File: src/rtl/mem_arb_pkg.sv
// Shared types and default sizing for the round-robin memory arbiter slice.
package mem_arb_pkg;

    localparam int NREQ_DEF   = 2;
    localparam int ADDR_W_DEF = 2;
    localparam int DATA_W_DEF = 4;

    typedef enum logic [1:0] {
        IDLE   = 2'd0,
        ACCESS = 2'd1,
        RESP   = 2'd2
    } arb_state_t;

endpackage

File: src/rtl/mem_regfile.sv
// Small register-file memory: async clear, synchronous write, registered read.
module mem_regfile
    import mem_arb_pkg::*;
#(
    parameter int ADDR_W = ADDR_W_DEF,
    parameter int DATA_W = DATA_W_DEF
) (
    input  logic              clk_2,
    input  logic              reset_n,
    input  logic              we,
    input  logic              re,
    input  logic [ADDR_W-1:0] addr,
    input  logic [DATA_W-1:0] wdata,
    output logic [DATA_W-1:0] rdata
);

    localparam int DEPTH = 1 << ADDR_W;

    logic [DEPTH-1:0][DATA_W-1:0] mem_q;
    logic [DATA_W-1:0]            rdata_q;

    // rdata_q only moves on a read, so it holds the last read value across writes.
    always_ff @(posedge clk_2 or negedge reset_n) begin
        if (!reset_n) begin
            mem_q   <= '0;
            rdata_q <= '0;
        end else begin
            if (we) mem_q[addr] <= wdata;
            if (re) rdata_q     <= mem_q[addr];
        end
    end

    assign rdata = rdata_q;

endmodule

File: src/rtl/mem_rr_arbiter.sv
// Round-robin arbiter owning a small memory; one fixed 3-cycle op in flight
// (IDLE -> ACCESS -> RESP), with grant/done pulses back to the winning requester.
module mem_rr_arbiter
    import mem_arb_pkg::*;
#(
    parameter int NREQ   = NREQ_DEF,
    parameter int ADDR_W = ADDR_W_DEF,
    parameter int DATA_W = DATA_W_DEF
) (
    input  logic                    clk_2,
    input  logic                    reset_n,
    input  logic [NREQ-1:0]         req,
    input  logic [NREQ-1:0]         we,
    input  logic [NREQ*ADDR_W-1:0]  addr,
    input  logic [NREQ*DATA_W-1:0]  wdata,
    output logic [NREQ-1:0]         gnt,
    output logic [NREQ-1:0]         done,
    output logic [DATA_W-1:0]       rdata,
    output logic                    busy,
    output logic [$clog2(NREQ)-1:0] owner
);

    localparam int OW = $clog2(NREQ);

    logic [NREQ-1:0][ADDR_W-1:0] addr_v;
    logic [NREQ-1:0][DATA_W-1:0] wdata_v;

    assign addr_v  = addr;
    assign wdata_v = wdata;

    arb_state_t        state_q;
    logic [OW-1:0]     owner_q;
    logic              we_q;
    logic [ADDR_W-1:0] addr_q;
    logic [DATA_W-1:0] wdata_q;
    logic [NREQ-1:0]   gnt_q;
    logic [NREQ-1:0]   done_q;
    logic              busy_q;

    logic [OW-1:0]     pick_idx;
    logic [OW-1:0]     cand;
    logic              pick_vld;

    // Scan starts just past the last owner, so the last winner has lowest priority.
    always_comb begin
        pick_vld = 1'b0;
        pick_idx = owner_q;
        cand     = '0;
        for (int k = 1; k <= NREQ; k++) begin
            cand = OW'((int'(owner_q) + k) % NREQ);
            if (!pick_vld && req[cand]) begin
                pick_vld = 1'b1;
                pick_idx = cand;
            end
        end
    end

    always_ff @(posedge clk_2 or negedge reset_n) begin
        if (!reset_n) begin
            state_q <= IDLE;
            owner_q <= OW'(NREQ - 1);
            we_q    <= 1'b0;
            addr_q  <= '0;
            wdata_q <= '0;
            gnt_q   <= '0;
            done_q  <= '0;
            busy_q  <= 1'b0;
        end else begin
            case (state_q)
                IDLE: begin
                    if (pick_vld) begin
                        state_q <= ACCESS;
                        owner_q <= pick_idx;
                        we_q    <= we[pick_idx];
                        addr_q  <= addr_v[pick_idx];
                        wdata_q <= wdata_v[pick_idx];
                        gnt_q   <= NREQ'(1) << pick_idx;
                        busy_q  <= 1'b1;
                    end
                end
                ACCESS: begin
                    state_q <= RESP;
                    gnt_q   <= '0;
                    done_q  <= NREQ'(1) << owner_q;
                end
                RESP: begin
                    state_q <= IDLE;
                    done_q  <= '0;
                    busy_q  <= 1'b0;
                end
                default: begin
                    state_q <= IDLE;
                    gnt_q   <= '0;
                    done_q  <= '0;
                    busy_q  <= 1'b0;
                end
            endcase
        end
    end

    // Memory access happens at the edge that ends ACCESS, using the latched op.
    logic mem_we;
    logic mem_re;

    assign mem_we = (state_q == ACCESS) &&  we_q;
    assign mem_re = (state_q == ACCESS) && !we_q;

    mem_regfile #(
        .ADDR_W (ADDR_W),
        .DATA_W (DATA_W)
    ) u_regfile (
        .clk_2   (clk_2),
        .reset_n (reset_n),
        .we      (mem_we),
        .re      (mem_re),
        .addr    (addr_q),
        .wdata   (wdata_q),
        .rdata   (rdata)
    );

    assign gnt   = gnt_q;
    assign done  = done_q;
    assign busy  = busy_q;
    assign owner = owner_q;

endmodule

File: config.mk
export PLATFORM = sky130hd
export DESIGN_NAME = mem_rr_arbiter
export DESIGN_NICKNAME = d
export VERILOG_FILES = /design/src/rtl/mem_arb_pkg.sv /design/src/rtl/mem_regfile.sv /design/src/rtl/mem_rr_arbiter.sv
export SDC_FILE = /design/constraint.sdc
export NUM_CORES = 1
export LEC_CHECK = 0
export ABC_AREA = 1
export CAP_MARGIN = 15
export CORE_ASPECT_RATIO = 1.1
export CORE_MARGIN = 2
export CORE_UTILIZATION = 52
export CTS_CLUSTER_DIAMETER = 100
export CTS_CLUSTER_SIZE = 12
export DETAILED_ROUTE_END_ITERATION = 16
export PLACE_DENSITY = 0.78
export SLEW_MARGIN = 25
export SYNTH_ARGS = -nofsm -noshare
export SYNTH_HDL_FRONTEND = slang
export SYNTH_SLANG_ARGS = --single-unit
File: constraint.sdc
create_clock -name clk_2 -period 1.4 [get_ports clk_2]
set_input_delay 0.14 -clock clk_2 [delete_from_list [all_inputs] [get_ports clk_2]]
set_output_delay 0.14 -clock clk_2 [all_outputs]
set_load 0.02 [all_outputs]
-- After elaboration in Yosys (flattened, before gate mapping)
Cells that the tools add are included.
- add/subtract/negate cells: 2
- magnitude comparators: 5
- equality and inequality tests: 3
- shifts and indexed selects: 2
- muxes and demuxes: 26
- bitwise logic cells: 2
- reduce and logical (&&, ||, !) cells: 10
- operator list (operator ; number):
    16-bit bitwise mux ; 1
    4-bit two-way mux ; 4
    2-bit one-hot mux with 2 select lines ; 3
    1-bit two-way mux ; 11
    4-bit binary-select mux with 2-bit select ; 1
    4-bit demux with 2-bit select ; 1
    2-bit two-way mux ; 4
    1-bit by 2-bit < comparator with 1-bit output, second input constant ; 3
    2-bit AND reduction ; 3
    1-bit logical AND ; 4
    1-bit by 1-bit left shift with 2-bit output, first input constant ; 2
    2-bit by 3-bit < comparator with 1-bit output, second input constant ; 1
    1-bit adder, second input constant ; 2
    2-bit by 1-bit == test with 1-bit output, second input constant ; 1
    2-bit == test, second input constant ; 1
    2-bit by 1-bit greater-or-equal comparator with 1-bit output, second input constant ; 1
    1-bit logical NOT ; 2
    2-bit logical NOT ; 1
    2-bit != test, second input constant ; 1
    1-bit NOT ; 2
    1-bit one-hot mux with 2 select lines ; 1
- bits in registers: 35
- bits of input ports: 18
- output and inout bits: 10
- word-level logic and storage cells: 63

-- Logic depth before layout (Yosys ltp)
Gate-level depths: netlist of the first run.
- depth in word-level cells: 10
- mapped depth: 7

-- Modules after synthesis
Synthesis of the first run repeated with hierarchy kept, for this count alone.
- cells, all modules: 203
- area, all modules: 1646.6 µm²
- modules (own cells, without submodules) (module ; times used ; cells an instance ; area each (µm²) ; sequential area each (µm²)):
    mem_regfile ; 1 ; 112 ; 930.9 ; 500.5
    mem_rr_arbiter ; 1 ; 91 ; 715.7 ; 376.6

-- Least setup slack after synthesis of the first run
OpenSTA, ideal clock, no wires.
- path type: register to register
- start: reg owner_q (netlist: owner)
- end: reg addr_q[0]
- library setup time: 0.117 ns
- arrival: 1.093 ns
- required time: 1.283 ns
- path slack: 0.190 ns
- cell stages (with the launch flop): 6
- buffers on the path: 0
- clock period less this slack: 1.210 ns
- path through: dfstp_2 -> nand2_1 -> nand2_2 -> nand2_1 -> nand3_1 -> nand2_1
- longest elaborated chain between the ends: 9
- elaborated cells on any way between the ends: 15
- RTL lines (what ; RTL line ; RTL):
    start: declaration ; mem_rr_arbiter.sv:32 ; logic [OW-1:0] owner_q;
    start signal: assignment ; mem_rr_arbiter.sv:61 ; owner_q <= OW'(NREQ - 1);
    start signal: assignment ; mem_rr_arbiter.sv:73 ; owner_q <= pick_idx;
    1-bit adder ; mem_rr_arbiter.sv:50 ; cand = OW'((int'(owner_q) + k) % NREQ);
    1-bit two-way mux (implied by the code) (2 in a row) ; mem_rr_arbiter.sv:51 ; if (!pick_vld && req[cand]) begin
    1-bit two-way mux ; mem_rr_arbiter.sv:51 ;
    1-bit logical NOT ; mem_rr_arbiter.sv:51 ;
    1-bit logical AND ; mem_rr_arbiter.sv:51 ;
    1-bit two-way mux ; mem_rr_arbiter.sv:51 ;
    2-bit two-way mux (implied by the code) (2 in a row) ; mem_rr_arbiter.sv:75 ; addr_q <= addr_v[pick_idx];
    end signal: assignment ; mem_rr_arbiter.sv:75 ;
    end: declaration ; mem_rr_arbiter.sv:34 ; logic [ADDR_W-1:0] addr_q;
Parallel ways exist; a longest one is shown, timed or not. The select of a mux whose other input is x is not followed.
A chain may end at the register's enable or synchronous reset.

-- Worst setup path in the final report of the first run
- start: reg owner_q (netlist: owner)
- end: out owner
- RTL lines (what ; RTL line ; RTL):
    end: declaration ; mem_rr_arbiter.sv:20 ; output logic [$clog2(NREQ)-1:0] owner
No word-level cell between the ends.

==> impl_results.md, run 1 <==
* Final #Nets at 261
* Cts bufs inserted at 5
* Outcome: finished, final reports clean
* Setup crit end kind: output port
* I/O pins at 28
* Hold-fix buffers, CTS at 0
* Place WS at -0.170 ns
* Fin worst setup slack at 0.0583 ns
* CP arrival at 1.20 ns
* Worst reg2reg setup slack at 0.11 ns
* RR Startpoint: state_q[0]
* Final-report hold violation count at 0
* Crit-path slowest cell: dfstp_2
* CP Buf/Inv Count at 1
* Fmax at 745 MHz
* GRT overflow at 0
* Avg Inst Size Synth at 8.08 sq um
* Most frequent cell after synthesis: nand2_1
* Die span in y at 63.4 um
* Critical Path RT at 1.26 ns
* Root Buffer: clkbuf_4
* Initial DRC count at 42
* Global-route total usage across every layer at 0.213
* First-pass GRT wire length at 6000 um
* Share of layout cells above drive strength 1 at 0.123
* Pin count of the biggest net entering global routing at 14
* Initial Utilization at 0.546
* Post-synth EDFFs at 0
* Hold WC Path Type: input pin to async pin
* Leak at 1.15 nW
* Clock Sinks at 35
* Measured slew at the worst slew-check pin at 0.376 ns
* Clock-pin slew on the worst setup and hold paths at 0.10 ns
* Commonest cells in the netlist: nand2_1 (91), dfrtp_1 (34), inv_1 (18)
* Pre-antenna DRT Iters at 4
* Wirelength per Cell at 11.6 um
* Vias in the first global route at 1411
* Final Max Tran Viols at 0
* Vias per cell at 4.80
* Antenna diodes at 0
* Final-report setup violation count at 0
* Largest delay share family, worst path: flip-flops
* Crit start category: flop
* Synth top area share at 0.511
* Synth top area cells: dfrtp_1 (51%), nand2_1 (21%), o21ai_1 (5.1%)
* Crit-path cells: clkdlybuf4s15_1
* Synthesis warning total at 0
* DRC at 0
* Fraction of registers with async set/reset at 1.00
* Synth cell types at 16
* Crit path kind: flop to output port
* Hold Slack at 0.0766 ns
* Core ar. at 3050 sq um
* RR Endpoint: addr_q[1]
* Final ANT Viol Nets at 0
* Relative slew margins at 0.748
* Wl on met1 at 1370 um
* Worst R2R Path Depth at 6
* Syn nets at 224
* Top layer reached by signal wires: met4
* CTS tree: built
* Num rows at 21
* Vias at 1335
* Fillers at 262
* Critical path fanouts, max at 4
* Die X at 58.0 um
* Met2 wire length at 1690 um
* Fin util at 0.677
* PwrDens at 2080 nW/um^2
* Crit path largest cell delay at 0.57 ns
* Final Cell Area at 2060 sq um
* Minimum clock period after layout at 1.34 ns
* Final WL at 3210 um
* Predominant post-synthesis flop cell: dfrtp_1
* Clock Latency Late Sink at 0.33 ns
* Tcrit/Tclk final at 0.958
* Max rail drop VDD at 0.00128 V
* Cells after synthesis at 206
* Die area at 3670 sq um
* Final HPWL DP at 2540 um
* Met3 wire length at 129 um
* Max Cap Viol at 0
* Unrepaired setup endpoints after global routing: false
* Cell Area, Synth at 1670 sq um
* Area after DPL at 2000 sq um
* Initial antenna violation count at 0
* Area grow syn2layout at 23.9%
* Setup Skew at 0.0107 ns
* Sequential-to-total area share from yosys stat at 0.527
* # port buffers at 27
* H-Tree Depth at 2
* Gpl congestion at 0.761
* Yosys reg bits at 35
* Most area-hungry cell type in the Yosys netlist: dfrtp_1
* Worst-case clock buffer depth at 2
==> logic make-up after synthesis <==
family,Yosys count,synth area share
buffers and inverters,27,0.0676
DFF,35,0.527
AOI/OAI and AO/OA,22,0.0661
and+or+nand+nor,122,0.340
==> area by class of cell <==
type / instances / area, sq um / share of cell area
Multi-Input combinational cell: 144 / 681 / 0.330
Timing Repair Buffer: 33 / 304 / 0.147
Inverter: 24 / 90.1 / 0.0437
Tap cell: 34 / 42.5 / 0.0206
Clock buffer: 8 / 68.8 / 0.0334
Sequential cell: 35 / 877 / 0.425
==> flip-flops by register name, summed over array words and instances, names as in the netlist <==
signal,count
u_regfile.mem_q,16
wdata_q,4
owner,1
busy,1
addr_q,2
gnt,2
u_regfile.rdata,4
we_q,1
done,2
state_q,2
==> metal layers <==
layer | track usage | vias up
met4 | 0.0698 | 0
met2 | 0.376 | 29
met1 | 0.249 | 594
li1 | - | 710
met5 | 0 | -
met3 | 0.0493 | 2
==> report_power, final <==
group / switching [mW] / internal (mW) / total (mW)
combinational: 1.17 / 0.691 / 1.86
clock: 0.320 / 0.296 / 0.616
sequential: 0.341 / 1.48 / 1.82
==> worst max path at each step <==
| stage | from | to | slack [ns] | cells after the start |
|---|---|---|---|---|
| CTS | owner | owner | 0.004 | 1 |
| finish | owner | owner | 0.06 | 1 |
| global placement | req[0] | wdata_q[2] | -0.12 | 6 |
| global route | state_q[0] | addr_q[1] | 0.0006 | 6 |
| detailed placement | req[0] | wdata_q[3] | -0.17 | 6 |
| floorplan | owner | addr_q[0] | 0.19 | 5 |
==> through the flow <==
| stage | setup TNS (ns) | power, mW | std cells |
|---|---|---|---|
| final | 0 | 4.30 | 278 |
| after global routing | 0 | 4.69 | 278 |
| after floorplan | 0 | 3.16 | 206 |
| after CTS | 0 | 4.35 | 278 |
| after detailed placement | -1.19 | 3.81 | 270 |
| after global placement | -0.829 | 3.75 | 270 |
==> cell usage in the layout (no fill, tap or decap), types with 6 or more instances in the layout <==
| master | instances |
|---|---|
| nand2_1 | 91 |
| dfrtp_1 | 34 |
| inv_1 | 18 |
| o21ai_1 | 17 |
| clkdlybuf4s50_1 | 17 |
| nand3_1 | 10 |
| dlygate4sd2_1 | 9 |
| nand3b_1 | 7 |
| inv_2 | 6 |
| buf_4 | 6 |
==> worst register-to-register path, cell delays in order, from the launching register on <==
cell and delay, ns:
dfrtp_1 0.44, inv_2 0.10, nand2_1 0.08, nor2_4 0.23, inv_1 0.19, nand2_1 0.10, nand2_1 0.05
==> what timing repair did <==
| item | 4_1_cts | 5_1_grt |
|---|---|---|
| resized for setup | 11 | 1 |
| endpoints found under the hold margin | 0 | 0 |
| setup buffers | 0 | 0 |
| setup endpoints to repair | 17 | 1 |
Note: power is estimated with default switching activity, not from simulation.
==> inputs of run 2 (changes only) <==
Settings changed: CORE_MARGIN 2 to 1.5, CORE_UTILIZATION 52 to 50, PLACE_DENSITY 0.78 to 0.76.
==> run 2 against run 1 <==
Against the previous run: clock power is 18% lower; total power is 1.6% lower; clock skew is 0.0035 ns lower; core utilization is 1.6 points lower; largest cell class unchanged; largest power group unchanged; highest routed layer unchanged.
==> impl_results.md, run 2 (synthesized netlist as in run 1, its figures left out) <==
* Crit path largest cell delay at 0.57 ns
* Commonest non-fill, non-tap cell in the layout: nand2_1
* Fillers at 304
* Gpl congestion at 0.801
* First-pass GRT wire length at 6040 um
* Worst R2R Path Depth at 6
* Initial Utilization at 0.537
* Final Max Tran Viols at 0
* Vias per cell at 4.98
* Clock-pin slew on the worst setup and hold paths at 0.10 ns
* Area grow syn2layout at 23.1%
* Vias in the first global route at 1432
* Die span in y at 63.5 um
* Cts bufs inserted at 5
* Final WL at 3150 um
* Max rail drop VDD at 0.00107 V
* Setup crit end kind: output port
* Number of standard cells in the final layout excluding fillers at 277
* Fin worst setup slack at 0.0601 ns
* Wirelength per Cell at 11.4 um
* Clock Latency Late Sink at 0.33 ns
* Pin count of the biggest net entering global routing at 36
* Initial DRC count at 70
* Fmax at 746 MHz
* RR Startpoint: state_q[0]
* Antenna diodes at 0
* CP Buf/Inv Count at 1
* Largest delay share family, worst path: flip-flops
* Share of layout cells above drive strength 1 at 0.115
* CP arrival at 1.20 ns
* Switching share of power at 0.436
* Commonest cells after routing, fill and taps aside: nand2_1 (91), dfrtp_1 (34), inv_1 (18), o21ai_1 (17), clkdlybuf4s50_1 (17)
* Final #Nets at 260
* Initial antenna violation count at 0
* Crit-path cells: clkdlybuf4s15_1
* Largest Register: u_regfile.mem_q
* Final-report hold violation count at 0
* CTS tree: built
* Leak at 1.14 nW
* Die area at 3690 sq um
* Root Buffer: clkbuf_4
* Vias at 1380
* Worst reg2reg setup slack at 0.14 ns
* RR Endpoint: wdata_q[2]
* Critical path fanouts, max at 4
* Hold WC Path Type: input pin to async pin
* Worst-case clock buffer depth at 2
* Setup Skew at 0.00727 ns
* PwrDens at 2060 nW/um^2
* Comb pwr share at 0.457
* DRC at 0
* Global-route total usage across every layer at 0.221
* Final-report setup violation count at 0
* GRT overflow at 0
* Minimum clock period after layout at 1.34 ns
* Tcrit/Tclk final at 0.957
* Final ANT Viol Nets at 0
* Relative slew margins at 0.780
* Crit start category: flop
* Max Cap Viol at 0
* # port buffers at 27
* Unrepaired setup endpoints after global routing: false
* Switching pwr at 1.85 mW
* Crit-path slowest cell: dfstp_2
* Crit path kind: flop to output port
* Outcome: finished, final reports clean
* Int Power at 2.38 mW
* Place WS at -0.149 ns
* Num rows at 21
* Clock Sinks at 35
* Sequential share of power at 0.424
* Clk pwr share at 0.119
* H-Tree Depth at 2
* Die X at 58.0 um
* Pre-antenna DRT Iters at 4
* Placed Cells incl. Taps at 269
* Hold-fix buffers, CTS at 0
* Largest register FFs at 16
* Post-CTS Setup Inserts at 0
* Core ar. at 3100 sq um
* I/O pins at 28
* Final HPWL DP at 2440 um
* Measured slew at the worst slew-check pin at 0.330 ns
* Critical Path RT at 1.26 ns
[run 2: cell types whose count changed in the layout (fill, tap and decap cells not counted), sizes merged]
cell	previous run	this run
clkinv	0	1
buf	6	5
clkbuf	8	7
[run 2: layer usage]
metal,track usage,wire length (um),share of wire
met5,0,0,0
met4,0.108,24,0.0076
met3,0.0493,131,0.042
met2,0.371,1620,0.51
met1,0.261,1370,0.44
[run 2: stage by stage]
step	setup TNS, ns	instance area [sq um]	utilization	hold slack (ns)	total power, mW
floorplan	0	1670	-	-0.156	3.16
global placement	-0.857	2010	0.647	0.465	3.78
detailed placement	-1.02	2010	0.647	0.472	3.84
CTS	0	2050	0.661	0.159	4.27
global route	0	2050	0.661	0.180	4.65
finish	0	2050	0.661	0.164	4.23
[run 2: worst max path at each step]
stage	slack (ns)	depth (start not counted)	startpoint	end
floorplan	0.19	5	owner	addr_q[0]
detailed placement	-0.15	6	req[1]	wdata_q[1]
global placement	-0.12	6	req[0]	wdata_q[0]
CTS	0.008	1	owner	owner
global route	0.0007	6	state_q[0]	we_q
finish	0.06	1	owner	owner
[run 2: layout make-up]
class	count	area, sq um	share of cell area
clock buffers	7	45.0	0.0220
clock inverters	1	5.00	0.00244
inverters	24	90.1	0.0440
multi-input cells	144	681	0.332
flip-flops and latches	35	877	0.428
well taps	34	42.5	0.0208
repair buffers	32	309	0.151
[run 2: power by group through the flow]
stage,combinational [mW],sequential [mW],clock [mW]
global placement,1.98,1.80,0
CTS,1.95,1.80,0.524
detailed placement,2.02,1.82,0
global route,2.24,1.86,0.560
floorplan,1.28,1.88,0
finish,1.93,1.79,0.504
[run 2: what timing repair did]
| action | in CTS | in global routing |
|---|---|---|
| setup endpoints to repair | 12 | 1 |
| hold endpoints to repair | 0 | 0 |
| pin swaps | 0 | 0 |
| resized for setup | 11 | 1 |
